$ cat config.mk
export PLATFORM = sky130hd
export DESIGN_NAME = neuron_buffer_ctrl_flat
export DESIGN_NICKNAME = d
export VERILOG_FILES = /design/src/rtl/neuron_buffer_ctrl_if.sv /design/src/rtl/neuron_buffer_ctrl.sv /design/src/flat_wrapper.sv
export SDC_FILE = /design/constraint.sdc
export NUM_CORES = 1
export LEC_CHECK = 0
export BUFFER_PORTS_ARGS = -buffer_cell sky130_fd_sc_hd__buf_2
export CAP_MARGIN = 5
export CORE_ASPECT_RATIO = 0.7
export CORE_UTILIZATION = 43
export DETAILED_ROUTE_END_ITERATION = 6
export PLACE_DENSITY = 0.82
export SYNTH_ARGS = -nofsm -noshare
export SYNTH_HDL_FRONTEND = slang
export SYNTH_SLANG_ARGS = --single-unit
$ cat constraint.sdc
create_clock -name CLK -period 4.3 [get_ports CLK]
set_input_delay 0.86 -clock CLK [delete_from_list [all_inputs] [get_ports CLK]]
set_output_delay 0.86 -clock CLK [all_outputs]
set_load 0.01 [all_outputs]
$ cat src/rtl/neuron_buffer_ctrl_if.sv
// neuron_buffer_ctrl_if: command, load-stream and row-output handshakes of the
// neuron buffer sequencer. The master side is the scheduler / DMA / convolution
// unit; the slave side is the sequencer itself.
interface neuron_buffer_ctrl_if #(
    parameter int depth = 2,
    parameter int A     = 7,
    parameter int W     = 16
);
    localparam int D = 1 << depth;

    // command channel
    logic             cmd_valid;
    logic             cmd_ready;
    logic             cmd_op;
    logic [A-1:0]     cmd_base;
    logic [A:0]       cmd_rows;

    // load word stream
    logic             in_valid;
    logic             in_ready;
    logic [W-1:0]     in_data;

    // row output stream
    logic             out_valid;
    logic             out_ready;
    logic [W*D-1:0]   out_data;

    modport master (
        output cmd_valid, cmd_op, cmd_base, cmd_rows,
        output in_valid, in_data,
        output out_ready,
        input  cmd_ready, in_ready, out_valid, out_data
    );

    modport slave (
        input  cmd_valid, cmd_op, cmd_base, cmd_rows,
        input  in_valid, in_data,
        input  out_ready,
        output cmd_ready, in_ready, out_valid, out_data
    );
endinterface

$ cat src/rtl/neuron_buffer_ctrl.sv
// neuron_buffer_ctrl: LOAD / READ sequencer for one D-bank, W-bit neuron buffer.
// LOAD streams words into the buffer bank-by-bank, row-by-row through the io
// port; READ sweeps a row range on the wide port with a valid/ready handshake.
// Build option NEURON_BUFFER_CTRL_WRAP_EN: row addresses wrap modulo 2^A, the
// range check is removed and err stays low. Without it, a command whose rows
// run past the top of the buffer is rejected with the sticky err flag.
module neuron_buffer_ctrl #(
    parameter int depth = 2,
    parameter int A     = 7,
    parameter int W     = 16
) (
    input  logic                      CLK,
    input  logic                      RST,
    neuron_buffer_ctrl_if.slave       bus,
    output logic [A-1:0]              buf_address,
    output logic                      buf_write,
    output logic [W+depth:0]          buf_io_inputs,
    input  logic [W*(1<<depth)-1:0]   buf_op,
    output logic                      busy,
    output logic                      done,
    output logic                      err
);
    localparam int D = 1 << depth;

    typedef enum logic [1:0] {
        ST_IDLE = 2'd0,
        ST_LOAD = 2'd1,
        ST_READ = 2'd2,
        ST_FIN  = 2'd3
    } state_t;

    state_t           state_r;
    state_t           state_s;
    logic [A-1:0]     base_r;
    logic [A:0]       rows_r;
    logic [A:0]       row_r;
    logic [depth-1:0] bank_r;
    logic             out_valid_r;
    logic             err_r;

    logic             rows_zero_s;
    logic             range_bad_s;
    logic             load_hs_s;
    logic             read_hs_s;
    logic             last_bank_s;
    logic             last_row_s;
    logic             read_adv_s;
    logic [A:0]       rows_m1_s;

    assign rows_zero_s = (bus.cmd_rows == {(A+1){1'b0}});

`ifdef NEURON_BUFFER_CTRL_WRAP_EN
    assign range_bad_s = 1'b0;
`else
    // One extra guard bit beyond A+1 so base + rows can never overflow the check.
    localparam logic [A+1:0] ADDR_SPAN = {2'b01, {A{1'b0}}};
    logic [A+1:0] range_end_s;
    assign range_end_s = {2'b00, bus.cmd_base} + {1'b0, bus.cmd_rows};
    assign range_bad_s = (range_end_s > ADDR_SPAN);
`endif

    // A word is taken only in LOAD; reset suppresses the write in its own cycle.
    assign load_hs_s   = (state_r == ST_LOAD) & bus.in_valid & ~RST;
    assign read_hs_s   = (state_r == ST_READ) & out_valid_r & bus.out_ready;
    assign last_bank_s = (bank_r == {depth{1'b1}});
    assign rows_m1_s   = rows_r - (A+1)'(1);
    assign last_row_s  = (row_r == rows_m1_s);
    // Step the read address one row early so the next row is ready next cycle.
    assign read_adv_s  = read_hs_s & ~last_row_s;

    // State register.
    always_ff @(posedge CLK) begin
        if (RST) begin
            state_r <= ST_IDLE;
        end else begin
            state_r <= state_s;
        end
    end

    // Next-state decode.
    always_comb begin
        state_s = state_r;
        case (state_r)
            ST_IDLE: begin
                if (bus.cmd_valid) begin
                    if (rows_zero_s || range_bad_s) begin
                        state_s = ST_FIN;
                    end else if (bus.cmd_op) begin
                        state_s = ST_READ;
                    end else begin
                        state_s = ST_LOAD;
                    end
                end else begin
                    state_s = ST_IDLE;
                end
            end
            ST_LOAD: begin
                if (load_hs_s && last_bank_s && last_row_s) begin
                    state_s = ST_FIN;
                end else begin
                    state_s = ST_LOAD;
                end
            end
            ST_READ: begin
                if (read_hs_s && last_row_s) begin
                    state_s = ST_FIN;
                end else begin
                    state_s = ST_READ;
                end
            end
            ST_FIN:  state_s = ST_IDLE;
            default: state_s = ST_IDLE;
        endcase
    end

    // Command latch, row/bank counters, output-valid and sticky error flag.
    always_ff @(posedge CLK) begin
        if (RST) begin
            base_r      <= {A{1'b0}};
            rows_r      <= {(A+1){1'b0}};
            row_r       <= {(A+1){1'b0}};
            bank_r      <= {depth{1'b0}};
            out_valid_r <= 1'b0;
            err_r       <= 1'b0;
        end else begin
            case (state_r)
                ST_IDLE: begin
                    if (bus.cmd_valid) begin
                        base_r      <= bus.cmd_base;
                        rows_r      <= bus.cmd_rows;
                        row_r       <= {(A+1){1'b0}};
                        bank_r      <= {depth{1'b0}};
                        out_valid_r <= 1'b0;
                        err_r       <= range_bad_s & ~rows_zero_s;
                    end
                end
                ST_LOAD: begin
                    if (load_hs_s) begin
                        if (last_bank_s) begin
                            bank_r <= {depth{1'b0}};
                            row_r  <= row_r + (A+1)'(1);
                        end else begin
                            bank_r <= bank_r + depth'(1);
                        end
                    end
                end
                ST_READ: begin
                    // out_valid is low only on the entry cycle of READ.
                    if (!out_valid_r) begin
                        out_valid_r <= 1'b1;
                    end else if (bus.out_ready) begin
                        if (last_row_s) begin
                            out_valid_r <= 1'b0;
                        end else begin
                            row_r <= row_r + (A+1)'(1);
                        end
                    end
                end
                default: begin
                end
            endcase
        end
    end

    // Output decode: status from state, buffer controls from the live handshakes.
    always_comb begin
        bus.cmd_ready = (state_r == ST_IDLE);
        busy          = (state_r != ST_IDLE);
        done          = (state_r == ST_FIN);
        err           = err_r;
        bus.in_ready  = (state_r == ST_LOAD) & ~RST;
        bus.out_valid = out_valid_r;
        bus.out_data  = buf_op;
        buf_write     = load_hs_s;
        if (load_hs_s) begin
            buf_io_inputs = {bus.in_data, bank_r, 1'b1};
        end else begin
            buf_io_inputs = {(W+depth+1){1'b0}};
        end
        case (state_r)
            ST_LOAD: buf_address = base_r + row_r[A-1:0];
            ST_READ: buf_address = base_r + row_r[A-1:0] + A'(read_adv_s);
            default: buf_address = {A{1'b0}};
        endcase
    end
endmodule

$ cat src/flat_wrapper.sv
// flat-port wrapper written by rule: the top's interface ports become plain ports
module neuron_buffer_ctrl_flat 
#(
    parameter int depth = 2,
    parameter int A     = 7,
    parameter int W     = 16
)
  (CLK, RST, buf_address, buf_write, buf_io_inputs, buf_op, busy, done, err, bus_cmd_valid, bus_cmd_op, bus_cmd_base, bus_cmd_rows, bus_in_valid, bus_in_data, bus_out_ready, bus_cmd_ready, bus_in_ready, bus_out_valid, bus_out_data);
  neuron_buffer_ctrl_if #(.depth(depth), .A(A), .W(W)) bus_i ();
  input  logic CLK;
  input  logic RST;
  output logic [A-1:0] buf_address;
  output logic buf_write;
  output logic [W+depth:0] buf_io_inputs;
  input  logic [W*(1<<depth)-1:0] buf_op;
  output logic busy;
  output logic done;
  output logic err;
  input wire logic [$bits(bus_i.cmd_valid)-1:0] bus_cmd_valid;
  input wire logic [$bits(bus_i.cmd_op)-1:0] bus_cmd_op;
  input wire logic [$bits(bus_i.cmd_base)-1:0] bus_cmd_base;
  input wire logic [$bits(bus_i.cmd_rows)-1:0] bus_cmd_rows;
  input wire logic [$bits(bus_i.in_valid)-1:0] bus_in_valid;
  input wire logic [$bits(bus_i.in_data)-1:0] bus_in_data;
  input wire logic [$bits(bus_i.out_ready)-1:0] bus_out_ready;
  output wire logic [$bits(bus_i.cmd_ready)-1:0] bus_cmd_ready;
  output wire logic [$bits(bus_i.in_ready)-1:0] bus_in_ready;
  output wire logic [$bits(bus_i.out_valid)-1:0] bus_out_valid;
  output wire logic [$bits(bus_i.out_data)-1:0] bus_out_data;
  assign bus_i.cmd_valid = bus_cmd_valid;
  assign bus_i.cmd_op = bus_cmd_op;
  assign bus_i.cmd_base = bus_cmd_base;
  assign bus_i.cmd_rows = bus_cmd_rows;
  assign bus_i.in_valid = bus_in_valid;
  assign bus_i.in_data = bus_in_data;
  assign bus_i.out_ready = bus_out_ready;
  assign bus_cmd_ready = bus_i.cmd_ready;
  assign bus_in_ready = bus_i.in_ready;
  assign bus_out_valid = bus_i.out_valid;
  assign bus_out_data = bus_i.out_data;
  neuron_buffer_ctrl #(.depth(depth), .A(A), .W(W)) u_core (.CLK(CLK), .RST(RST), .bus(bus_i), .buf_address(buf_address), .buf_write(buf_write), .buf_io_inputs(buf_io_inputs), .buf_op(buf_op), .busy(busy), .done(done), .err(err));
endmodule
# --- Yosys cells after proc, flatten, opt, wreduce, memory -nomap -nowiden ---
# Index checks and enable logic that the tools add are counted.
classes:
  bitwise: 10
  n_mux: 24
  n_reduce_logical: 14
  add_sub_neg: 6
  eq_ne: 11
  magnitude_cmp: 1
op_table:
  columns: ["operator", "n"]
  rows:
  - ["8-bit 2-to-1 mux", 6]
  - ["8-bit case mux with 3 select lines", 1]
  - ["19-bit 2-to-1 mux", 1]
  - ["2-bit 2-to-1 mux", 7]
  - ["7-bit case mux with 2 select lines", 1]
  - ["7-bit by 8-bit adder with 9-bit output", 1]
  - ["9-bit by 8-bit greater-than comparator with 1-bit output (second input constant)", 1]
  - ["8-bit by 1-bit adder with 8-bit output (second input constant)", 1]
  - ["8-bit equality test", 1]
  - ["8-bit zero test", 1]
  - ["2-bit case mux with 4 select lines", 1]
  - ["8-bit by 1-bit subtractor with 8-bit output (second input constant)", 1]
  - ["7-bit by 1-bit adder with 7-bit output", 1]
  - ["7-bit adder", 1]
  - ["1-bit AND", 7]
  - ["7-bit AND reduction", 1]
  - ["2-bit equality test (second input constant)", 3]
  - ["2-bit by 1-bit inequality test with 1-bit output (second input constant)", 3]
  - ["2-bit inequality test (second input constant)", 3]
  - ["2-bit nonzero test", 3]
  - ["1-bit 2-to-1 mux", 5]
  - ["2-bit case mux with 2 select lines", 1]
  - ["2-bit AND reduction", 2]
  - ["1-bit logical AND", 3]
  - ["other kinds (8)", 10]
word_totals:
  wordCells: 73
  register_bits: 29
  inputBits: 101

# --- Logic depth before layout (Yosys ltp) ---
# Gate-level depths: netlist of run 1.
depth:
  depth_word: 7
  mapped_depth: 13
  mapped_depth_nobuf: 13

# --- Worst setup path after synthesis of run 1 ---
# Ideal clock, no wire load.
synth_path:
  path_type: "reg-to-output"
  from: "reg u_core.rows_r[0]"
  to: "out buf_address[6]"
  arrival_time_ns: 2.739
  stages_incl_launch_ff: 13
  n_path_buf: 0
  setup_slack_ns: 0.701
  cell_sequence: "dfxtp_1 > inv_1 > ha_1 > and2b_2 > o311ai_0 > and4_2 > nor2_1 > ha_1 > ha_1 > nand2_1 > nor3_1 > or3_1 > o211ai_1"
synth_between:
  elab_chain_cells: 6
synth_lines:
  columns: ["element", "line_no", "source"]
  rows:
  - ["start: declaration", "neuron_buffer_ctrl.sv:35", "logic [A:0] rows_r;"]
  - ["start signal: assignment", "neuron_buffer_ctrl.sv:120", "rows_r <= {(A+1){1'b0}};"]
  - ["start signal: assignment", "neuron_buffer_ctrl.sv:130", "rows_r <= bus.cmd_rows;"]
  - ["8-bit by 1-bit subtractor with 8-bit output", "neuron_buffer_ctrl.sv:66", "assign rows_m1_s = rows_r - (A+1)'(1);"]
  - ["8-bit equality test", "neuron_buffer_ctrl.sv:67", "assign last_row_s = (row_r == rows_m1_s);"]
  - ["1-bit inverter", "neuron_buffer_ctrl.sv:69", "assign read_adv_s = read_hs_s & ~last_row_s;"]
  - ["1-bit AND", "neuron_buffer_ctrl.sv:69", null]
  - ["7-bit by 1-bit adder with 7-bit output", "neuron_buffer_ctrl.sv:182", "ST_READ: buf_address = base_r + row_r[A-1:0] + A'(read_adv_s);"]
  - ["7-bit case mux with 2 select lines", "neuron_buffer_ctrl.sv:180", "case (state_r)"]
  - ["end: declaration", "flat_wrapper.sv:12", "output logic [A-1:0] buf_address;"]
# Every way passes these cells.

# --- Worst setup path in the final report of run 1 ---
# Same ends and word-level chain as after synthesis.

==> flow_summary.toml, run 1 <==
[timing]
fin_crit_sh_pct = 94.9
relSlewSlack_pct = 37.3
min_period_ns = 4.08
rsz0062_at_grt = "false"
max_freq_ghz = 0.245
finalSetupViolCount = 0
finalMaxSlewViolations = 0
finClkSkew_ns = 0.00582
setup_tns_ns = 0
hold_viol = 0
worst_pin_slew_ns = 0.938

[critical_path]
worst_path_most_repeated_cell = "ha_1"
cp_top_family = "simple AND/OR/NAND/NOR gates"
timing_worst_setup_path_type = "reg -> out"
critical_path_arrival_ns = 3.22
cp.buffers_inverters = 2
critPathCaptureType = "output port"
cp.required_ns = 3.44
crit_fanout = 6
crit_slowest_cell = "dfxtp_1"
start_kind = "flop"
slowest_delay_ns = 0.43
cp_cell_sequence = "inv_1, ha_1, a31o_2, a2111oi_4, and4_2, nor2_1, ha_1, ha_1, nand2_1, nor3_1, or3_1, o211ai_1, buf_2"

[route]
wl_mm = 7.35
viasPerCell = 5.54
drc = 0
ant_nets = 0
wl_per_cell_um = 15.1
vias = 2703
dr.first_iter.drc_count = 169
first_pass_iters = 4

[global_routing]
grt_max_degree = 35
grtUsageMet3_pct = 6.07
first_global_vias = 2327
antenna_found_initial = 0
grt_overflow = 0
grt_use_met1_pct = 27.3
grt_use_met2_pct = 28.2
busiest_layer = "met2"
grt_pass1_wl_mm = 11.2
grt_usage_pct = 19.5

[clock_tree]
cts_sinks = 29
cts.clk_slew.worst_paths_ns = 0.06
cts_root_buffer = "clkbuf_8"
clockBufferDepth = 2
insertion_delay_ns = 0.29
cts-htree-levels = 2
cts_setup_buffers = 0
cts_buffers = 5
cts_hold_buf = 0
cts_tree = "done"

[place]
dp.cells = 482
hpwl_mm = 5.61
place_congestion = 0.903
port_buffers = 69

[layout]
layout_common_cells = "buf_2, nand2_1, a21oi_1, dfxtp_1, ha_1"
nets = 521
layout-drive-gt1-share_pct = 22.6
diodes = 0
final_core_util_pct = 44.8
final_cells = 488
layout_commonest_cell = "buf_2"
syn_to_final_growth_pct = 0.330
n_fill_cell = 666

[pwr]
vdd_drop_max_mv = 0.159
p_per_area_nw_per_um2 = 349
p_leak_nw = 1.40

[synthesis]
synth_cell_type_count = 56
ys.flop_type = "dfxtp_1"
syn_inst = 398
synth.avg_cell_area_um2 = 7.62
syn_area_um2 = 3030
ys_seq_area_share_pct = 19.1
yosys_warnings = 0
synth-seq-cells = 29
async_flop_share_pct = 0
synth_edf_count = 0
syn-num-nets = 524

[die]
rows = 25
dieArea_um2 = 7400
core_um2 = 6790
die_h_um = 72.3
pin_count = 198
start_util_pct = 44.7
die_width_um = 102

[hold_path]
holdCritPathClass = "reg -> reg"

[run_status]
status = "finished clean"

[flow_run]
drv_cap = 0
[cell type report]
| type | instances | area (um^2) | area share (%) |
|---|---|---|---|
| Clock buffer | 5 | 68.8 | 2.26 |
| Multi-Input combinational cell | 273 | 1860 | 61.0 |
| Inverter | 16 | 60.1 | 1.97 |
| Timing Repair Buffer | 70 | 353 | 11.6 |
| Sequential cell | 29 | 581 | 19.1 |
| Tap cell | 94 | 118 | 3.87 |
| Clock inverter | 1 | 5.00 | 0.165 |
[path summary, 6_finish.rpt]
check	from	to	slack, ns	cells past startpoint
setup / recovery	u_core.rows_r[0]	buf_address[6]	0.22	13
hold / removal	u_core.base_r[3]	u_core.base_r[3]	0.46	2
setup reg to reg	u_core.state_r[1]	u_core.bank_r[0]	1.27	7
hold reg to reg	u_core.base_r[3]	u_core.base_r[3]	0.46	2
[worst reg2reg max path, delay by kind of cell (launching register included)]
family | cells | cell delay [ns]
and+or+nand+nor | 3 | 1.77
adders and majority gates | 1 | 0.45
DFF | 1 | 0.33
AOI/OAI and AO/OA | 2 | 0.31
buffers and inverters | 1 | 0.08
[flip-flops by register name, summed over array words and instances (netlist names)]
signal	cells
u_core.row_r	8
u_core.bank_r	2
u_core.rows_r	8
u_core.base_r	7
u_core.state_r	2
u_core.bus.out_valid	1
u_core.err	1
[Yosys cell counts, types with 2 or more instances]
| master | n | area [um^2] |
|---|---|---|
| nand2b_1 | 3 | 18.8 |
| clkbuf_1 | 13 | 48.8 |
| and2_1 | 4 | 25.0 |
| o31ai_1 | 2 | 15.0 |
| xor2_1 | 7 | 61.3 |
| nand2_1 | 53 | 199 |
| o32ai_1 | 3 | 26.3 |
| nand3_1 | 7 | 35.0 |
| ha_1 | 23 | 288 |
| nand3b_1 | 5 | 37.5 |
| buf_4 | 66 | 495 |
| nor2_1 | 11 | 41.3 |
| nand4b_1 | 2 | 17.5 |
| a21o_1 | 4 | 30.0 |
| nor4_1 | 3 | 18.8 |
| nor3b_1 | 2 | 15.0 |
| nand4_1 | 6 | 37.5 |
| a21oi_1 | 34 | 170 |
| dfxtp_1 | 29 | 581 |
| a31o_2 | 2 | 17.5 |
| a211oi_1 | 4 | 30.0 |
| and3_1 | 18 | 113 |
| or3_1 | 5 | 31.3 |
| inv_1 | 16 | 60.1 |
| a22oi_1 | 4 | 30.0 |
| o21bai_1 | 3 | 22.5 |
| nor3_1 | 8 | 40.0 |
| nor2b_1 | 7 | 43.8 |
| xnor2_1 | 14 | 123 |
| o211ai_1 | 5 | 37.5 |
| o21ai_0 | 9 | 45.0 |
| fa_1 | 2 | 40.0 |
[per-stage QoR]
stage	setup WS, ns	cell area [um^2]	hold WS [ns]	total power, mW
floorplan	0.701	3030	0.440	0.763
global placement	0.457	2950	0.458	0.814
detailed placement	0.342	2950	0.454	0.831
CTS	0.0284	3020	0.462	1.04
global route	0.0112	3040	0.488	1.13
finish	0.220	3040	0.459	1.06
[report_power, final]
part / leakage (nW) / switching (mW) / internal [mW]
Clock: 0.0399 / 0.103 / 0.106
Combinational: 1.12 / 0.310 / 0.200
Sequential: 0.237 / 0.0386 / 0.303
[timing repair]
item,4_1_cts,5_1_grt
setup endpoints to repair,0,1
resized for setup,0,4
endpoints found under the hold margin,0,0
[routing by layer]
layer / vias to the layer above / wire (um)
met5: - / 0
met4: 0 / 88
met3: 20 / 465
met2: 87 / 3240
met1: 1279 / 3550
li1: 1317 / -
[cells by family after synthesis]
family,synth area share [%]
simple gates,25.4
buf+inv,20.3
xor+xnor,6.07
fa+ha+maj,10.8
flops,19.1
compound gates,18.3
No activity file was read; power rests on OpenSTA's default activity.
==> inputs of run 2 (changes only) <==
--- a/config.mk
+++ b/config.mk
@@ -8,9 +8,11 @@
 export BUFFER_PORTS_ARGS = -buffer_cell sky130_fd_sc_hd__buf_2
 export CAP_MARGIN = 5
 export CORE_ASPECT_RATIO = 0.7
-export CORE_UTILIZATION = 43
+export CORE_UTILIZATION = 39
 export DETAILED_ROUTE_END_ITERATION = 6
-export PLACE_DENSITY = 0.82
+export GPL_TIMING_DRIVEN = 0
+export PLACE_DENSITY = 0.78
+export SLEW_MARGIN = 0
 export SYNTH_ARGS = -nofsm -noshare
 export SYNTH_HDL_FRONTEND = slang
 export SYNTH_SLANG_ARGS = --single-unit
==> constraint.sdc (replaced) <==
create_clock -name CLK -period 3.66 [get_ports CLK]
set_input_delay 0.732 -clock CLK [delete_from_list [all_inputs] [get_ports CLK]]
set_output_delay 0.732 -clock CLK [all_outputs]
set_load 0.01 [all_outputs]
==> run 2 against run 1 <==
  * Power rose by 41%
  * Largest power group unchanged
  * First-iteration DRC count rose by 6.5%
  * Sequential share of layout area fell by 4.7 points
  * Highest routed layer unchanged
  * Critical path type unchanged
  * Non-clock buffer count rose by 152
  * Clock-buffer cell count rose by 2
  * Combinational power rose by 55%
  * Largest cell class unchanged
  * Clock power rose by 42%
  * Final area rose by 37%
  * Sequential cell count did not move
  * Wire length rose by 20%
==> flow_summary.toml, run 2 (same netlist as run 1, synthesis figures left out) <==
[layout]
syn_to_final_growth_pct = 37.3
layout-drive-gt1-share_pct = 46.9
top_regs = "u_core.row_r (8), u_core.rows_r (8), u_core.base_r (7)"
layout_commonest_cell = "buf_2"
n_fill_cell = 708
layout_common_cells = "buf_2, buf_4, nand2_1, a21oi_1, dfxtp_1"
final_cells = 646
diodes = 0
nets = 673
final_core_util_pct = 56.1

[critical_path]
cp_cell_sequence = "or4_4, a2111oi_4, or3_4, and4_4, nor2_4, ha_4, ha_4, nand2_2, nor3_2, or3_1, o211ai_1, buf_2"
start_kind = "flop"
critical_path_arrival_ns = 2.85
slowest_delay_ns = 0.52
cp.required_ns = 2.93
cp.buffers_inverters = 1
timing.rr.start = "u_core.row_r[7]"
timing_worst_setup_path_type = "reg -> out"
crit_slowest_cell = "or4_4"
worst_path_most_repeated_cell = "ha_4"
cp_top_family = "simple AND/OR/NAND/NOR gates"
crit_fanout = 6
critPathCaptureType = "output port"
critPathLaunch = "u_core.rows_r[0]"

[hold_path]
hp-start = "u_core.base_r[5]"
holdCritPathClass = "reg -> reg"

[pwr]
swShare_pct = 41.4
combPwrFrac_pct = 52.9
vdd_drop_max_mv = 0.315
seq_power_share_pct = 27.1
finalPower_mw = 1.49
p_switching_mw = 0.619
p_clk_share_pct = 20.0
p_per_area_nw_per_um2 = 359
p_leak_nw = 2.06
internal-power_mw = 0.875

[route]
wl_per_cell_um = 13.7
wl_met3_um = 564
first_pass_iters = 4
drc = 0
viasPerCell = 5.07
ant_nets = 0
routed-wl-met2_mm = 4.27
vias = 3277
wl_met1_mm = 3.95
routed.top_layer = "met4"
dr.first_iter.drc_count = 180
wl_mm = 8.85

[timing]
relSlewSlack_pct = 64.0
finalSetupViolCount = 0
finalMaxSlewViolations = 0
worst_pin_slew_ns = 0.536
max_freq_ghz = 0.279
fin_crit_sh_pct = 98.0
min_period_ns = 3.59
finClkSkew_ns = 0.00582
rsz0062_at_grt = "true"
setup_tns_ns = 0
hold_viol = 0

[die]
dieArea_um2 = 8140
die_width_um = 107
die_h_um = 75.8
start_util_pct = 40.9
rows = 26
core_um2 = 7420
pin_count = 198

[global_routing]
grt_max_degree = 11
first_global_vias = 2752
grt_overflow = 0
grt_usage_pct = 20.4
antenna_found_initial = 0
grt_pass1_wl_mm = 13.0

[place]
dp.cells = 629
place_congestion = 0.844
port_buffers = 133
hpwl_mm = 6.96

[clock_tree]
clockBufferDepth = 2
cts_sinks = 29
cts_root_buffer = "clkbuf_8"
cts.clk_slew.worst_paths_ns = 0.06
cts_buffers = 5
cts_tree = "done"
insertion_delay_ns = 0.29
cts-htree-levels = 2

[flow_run]
drv_cap = 0

[run_status]
status = "finished clean"
==> run 2: power by group through the flow <==
| stage | combinational (mW) | clock [mW] | sequential, mW |
|---|---|---|---|
| floorplan | 0.501 | 0 | 0.395 |
| CTS | 0.754 | 0.300 | 0.400 |
| finish | 0.791 | 0.298 | 0.405 |
| global route | 0.873 | 0.313 | 0.410 |
| detailed placement | 0.700 | 0 | 0.406 |
| global placement | 0.679 | 0 | 0.404 |
==> run 2: tightest hold or removal path: cells and delay by family, from the launching register on <==
kind,cells,cell delay (ns)
simple gates,1,0.06
flops,1,0.31
compound gates,1,0.06
==> run 2: path summary, 6_finish.rpt <==
kind / slack [ns] / end / cells past startpoint
setup / recovery: 0.07 / buf_address[6] / 12
hold / removal: 0.47 / u_core.base_r[5] / 2
setup reg to reg: 1.23 / u_core.row_r[6] / 8
hold reg to reg: 0.47 / u_core.base_r[5] / 2
==> run 2: final cells by class <==
class / instances / area (um^2) / share of cell area [%]
Multi-Input combinational cell: 273 / 1990 / 47.7
Timing Repair Buffer: 142 / 737 / 17.7
Sequential cell: 29 / 597 / 14.3
Buffer: 80 / 556 / 13.3
Tap cell: 98 / 123 / 2.95
Clock buffer: 7 / 96.3 / 2.31
Inverter: 16 / 62.6 / 1.50
Clock inverter: 1 / 5.00 / 0.120
==> run 2: metrics by stage <==
| step | setup WS [ns] | hold WS, ns | cell area [um^2] |
|---|---|---|---|
| after CTS | -0.0173 | 0.472 | 4070 |
| after global placement | -0.263 | 0.457 | 3820 |
| after detailed placement | -0.388 | 0.463 | 3820 |
| final | 0.0744 | 0.471 | 4160 |
| after floorplan | 0.189 | 0.440 | 3030 |
| after global routing | -0.0489 | 0.488 | 4160 |
==> run 2: timing repair <==
item	CTS	global route
pin swaps	8	16
setup endpoints to repair	7	5
gates resized for setup	24	20
hold buffers	0	0
setup buffers	6	3
==> run 2: routing by layer <==
metal | GRT usage [%] | vias up
met1 | 27.3 | 1541
met5 | 0 | -
met2 | 34.7 | 96
li1 | - | 1633
met3 | 3.25 | 7
met4 | 5.63 | 0
==> inputs of run 3 (changes only) <==
--- a/config.mk
+++ b/config.mk
@@ -5,10 +5,11 @@
 export SDC_FILE = /design/constraint.sdc
 export NUM_CORES = 1
 export LEC_CHECK = 0
+export ABC_AREA = 1
 export BUFFER_PORTS_ARGS = -buffer_cell sky130_fd_sc_hd__buf_2
 export CAP_MARGIN = 5
 export CORE_ASPECT_RATIO = 0.7
-export CORE_UTILIZATION = 39
+export CORE_UTILIZATION = 40
 export DETAILED_ROUTE_END_ITERATION = 6
 export GPL_TIMING_DRIVEN = 0
 export PLACE_DENSITY = 0.78
==> run 3 against run 2 <==
  * Register-to-register slack better by 0.26 ns
  * Maximum frequency increased by 0.58%
  * Die area up 2.9%
  * Critical path depth rose by 9
  * Utilization increased by 1.4 points
  * Sequential share of layout area decreased by 0.85 points
  * Sequential cell count stayed put
  * Non-clock buffer count decreased by 4
  * Synthesized area rose by 5.7%
  * Final cell count up 17%
  * First-iteration DRC count rose by 10%
  * Critical endpoint is now buf_address[5]
  * Largest cell class unchanged
==> flow_summary.toml, run 3 <==
[run_status]
status = "finished clean"

[flow_run]
drv_cap = 0

[route]
wl_per_cell_um = 12.4
dr.first_iter.drc_count = 198
wl_mm = 9.32
first_pass_iters = 4
viasPerCell = 4.72
drc = 0
ant_nets = 0
vias = 3555

[timing]
relSlewSlack_pct = 51.9
hold_viol = 0
whs_ns = 0.481
finalMaxSlewViolations = 0
rsz0062_at_grt = "true"
setup_tns_ns = 0
worst_pin_slew_ns = 0.722
max_freq_ghz = 0.281
fin_crit_sh_pct = 97.4
finClkSkew_ns = 0.00411
min_period_ns = 3.56
finalSetupViolCount = 0

[synthesis]
syn_area_um2 = 3200
synth_cell_type_count = 36
async_flop_share_pct = 0
synth_edf_count = 0
yosys.area.top_type = "dfxtp_1"
synth_top_cell_area_share_pct = 18.1
synth.avg_cell_area_um2 = 6.34
synth.most_common_cell = "nand2_1"
synth-seq-cells = 29
ys.flop_type = "dfxtp_1"
yosys_warnings = 0
synth_common_cells = "nand2_1, inv_1, buf_4"
syn-num-nets = 631
ys_seq_area_share_pct = 18.1
synth_area_leaders = "dfxtp_1, buf_4, nand2_1, ha_1, inv_1"
syn_inst = 505

[global_routing]
grt_overflow = 0
antenna_found_initial = 0
grt_max_degree = 11
grt_pass1_wl_mm = 15.2
first_global_vias = 3364
grt_usage_pct = 22.5

[critical_path]
cp-endpoint = "buf_address[5]"
start_kind = "flop"
critical_path_arrival_ns = 2.83
reg2reg_slack_ns = 1.49
r2r-end = "u_core.row_r[4]"
timing.rr.start = "u_core.state_r[0]"
crit_fanout = 5
critPathLaunch = "u_core.rows_r[0]"
critPathCaptureType = "output port"
timing_worst_setup_path_type = "reg -> out"
reg2regPathDepth = 10
cp.required_ns = 2.93

[layout]
top_regs = "u_core.row_r (8), u_core.rows_r (8), u_core.base_r (7)"
layout_commonest_cell = "buf_2"
layout_common_cells = "buf_2, nand2_1, buf_4, inv_1, nor2_1"
layout-drive-gt1-share_pct = 38.0
diodes = 0
regArea_um2 = 583
multi_input_comb_area_um2 = 1910
n_fill_cell = 742
final_cells = 753
syn_to_final_growth_pct = 35.0
nets = 780

[clock_tree]
cts.clk_slew.worst_paths_ns = 0.05
cts-htree-levels = 2
clockBufferDepth = 2
cts_root_buffer = "clkbuf_16"
cts_sinks = 29
cts_buffers = 5
insertion_delay_ns = 0.28
cts_tree = "done"

[hold_path]
holdCritPathClass = "reg -> reg"

[die]
die_width_um = 109
dieArea_um2 = 8380
die_h_um = 76.9
rows = 26
pin_count = 198
core_um2 = 7510
start_util_pct = 42.6

[pwr]
p_per_area_nw_per_um2 = 317
vdd_drop_max_mv = 0.258
finalPower_mw = 1.37
p_leak_nw = 2.41

[place]
port_buffers = 133
place_congestion = 0.857
dp.cells = 736
hpwl_mm = 7.56
[run 3: cell count changes after synthesis, sizes merged, moves of 9 or more]
cell	delta
inv	+52
and3	-18
nand3	+28
nor2	+47
nand2	+71
xnor2	-9
[run 3: routing by layer]
metal / global-route usage [%] / share of wire [%] / vias up
met5: 0 / 0 / -
met4: 3.92 / 1.0 / 0
met3: 5.78 / 7.7 / 12
met2: 37.9 / 48 / 121
met1: 28.8 / 43 / 1594
li1: - / - / 1828
[run 3: what timing repair did]
| item | CTS | global route |
|---|---|---|
| hold buffers | 0 | 0 |
| gates resized for setup | 11 | 15 |
| endpoints found under the setup margin | 5 | 6 |
| setup buffers | 1 | 8 |
| pin swaps | 4 | 12 |
[run 3: cell families (layout without fill, tap and decap cells)]
kind of cell	after synthesis	count (layout)	share of synthesized area, %
compound gates	54	54	10.0
xor+xnor	15	15	4.10
fa+ha+maj	25	25	10.2
buf+inv	145	295	25.0
flops	29	29	18.1
simple gates	237	237	32.5
[run 3: worst min-delay path by stage]
| stage | cells after the start | slack [ns] | end | from |
|---|---|---|---|---|
| finish | 2 | 0.48 | u_core.err | u_core.err |
| global route | 2 | 0.52 | u_core.bank_r[1] | u_core.bank_r[1] |
| detailed placement | 2 | 0.48 | u_core.err | u_core.err |
| global placement | 2 | 0.46 | u_core.err | u_core.err |
| floorplan | 2 | 0.45 | u_core.base_r[0] | u_core.base_r[0] |
| CTS | 2 | 0.49 | u_core.err | u_core.err |
[run 3: power breakdown]
group	internal, mW	switching (mW)	total (mW)
clock	0.339	0.157	0.497
sequential	0.342	0.0261	0.369
combinational	0.216	0.289	0.505
[run 3: final cells by class]
| cell class | instances | share of cell area (%) |
|---|---|---|
| buffer | 76 | 12.4 |
| clock buffer | 6 | 3.21 |
| clock inverter | 2 | 0.868 |
| inverter | 69 | 6.11 |
| multi-input combinational | 331 | 44.1 |
| sequential | 29 | 13.5 |
| tap | 98 | 2.84 |
| timing repair buffer | 142 | 17.0 |
[run 3: worst max-delay path, cell delays in order (launching register included)]
cell and delay [ns]:
dfxtp_2 0.34, inv_4 0.05, ha_4 0.27, nand2_1 0.05, nand2_1 0.06, nor2_1 0.04
nand3_1 0.06, nor2_1 0.05, nand2_1 0.10, nor2_4 0.05, and2_4 0.14, nor3_4 0.27
buf_4 0.16, ha_1 0.14, nand2_1 0.06, nor2_2 0.13, nand3_2 0.12, o21ai_1 0.13
nand3_1 0.08, nand2_1 0.06, nor2_1 0.04, buf_2 0.13
[run 3: stage by stage]
stage	setup WS, ns	util [%]	cell area, um^2
finish	0.0951	57.5	4320
CTS	0.00198	56.1	4210
global placement	0.0163	53.1	3990
floorplan	0.501	-	3200
global route	-0.108	57.5	4320
detailed placement	-0.151	53.1	3990
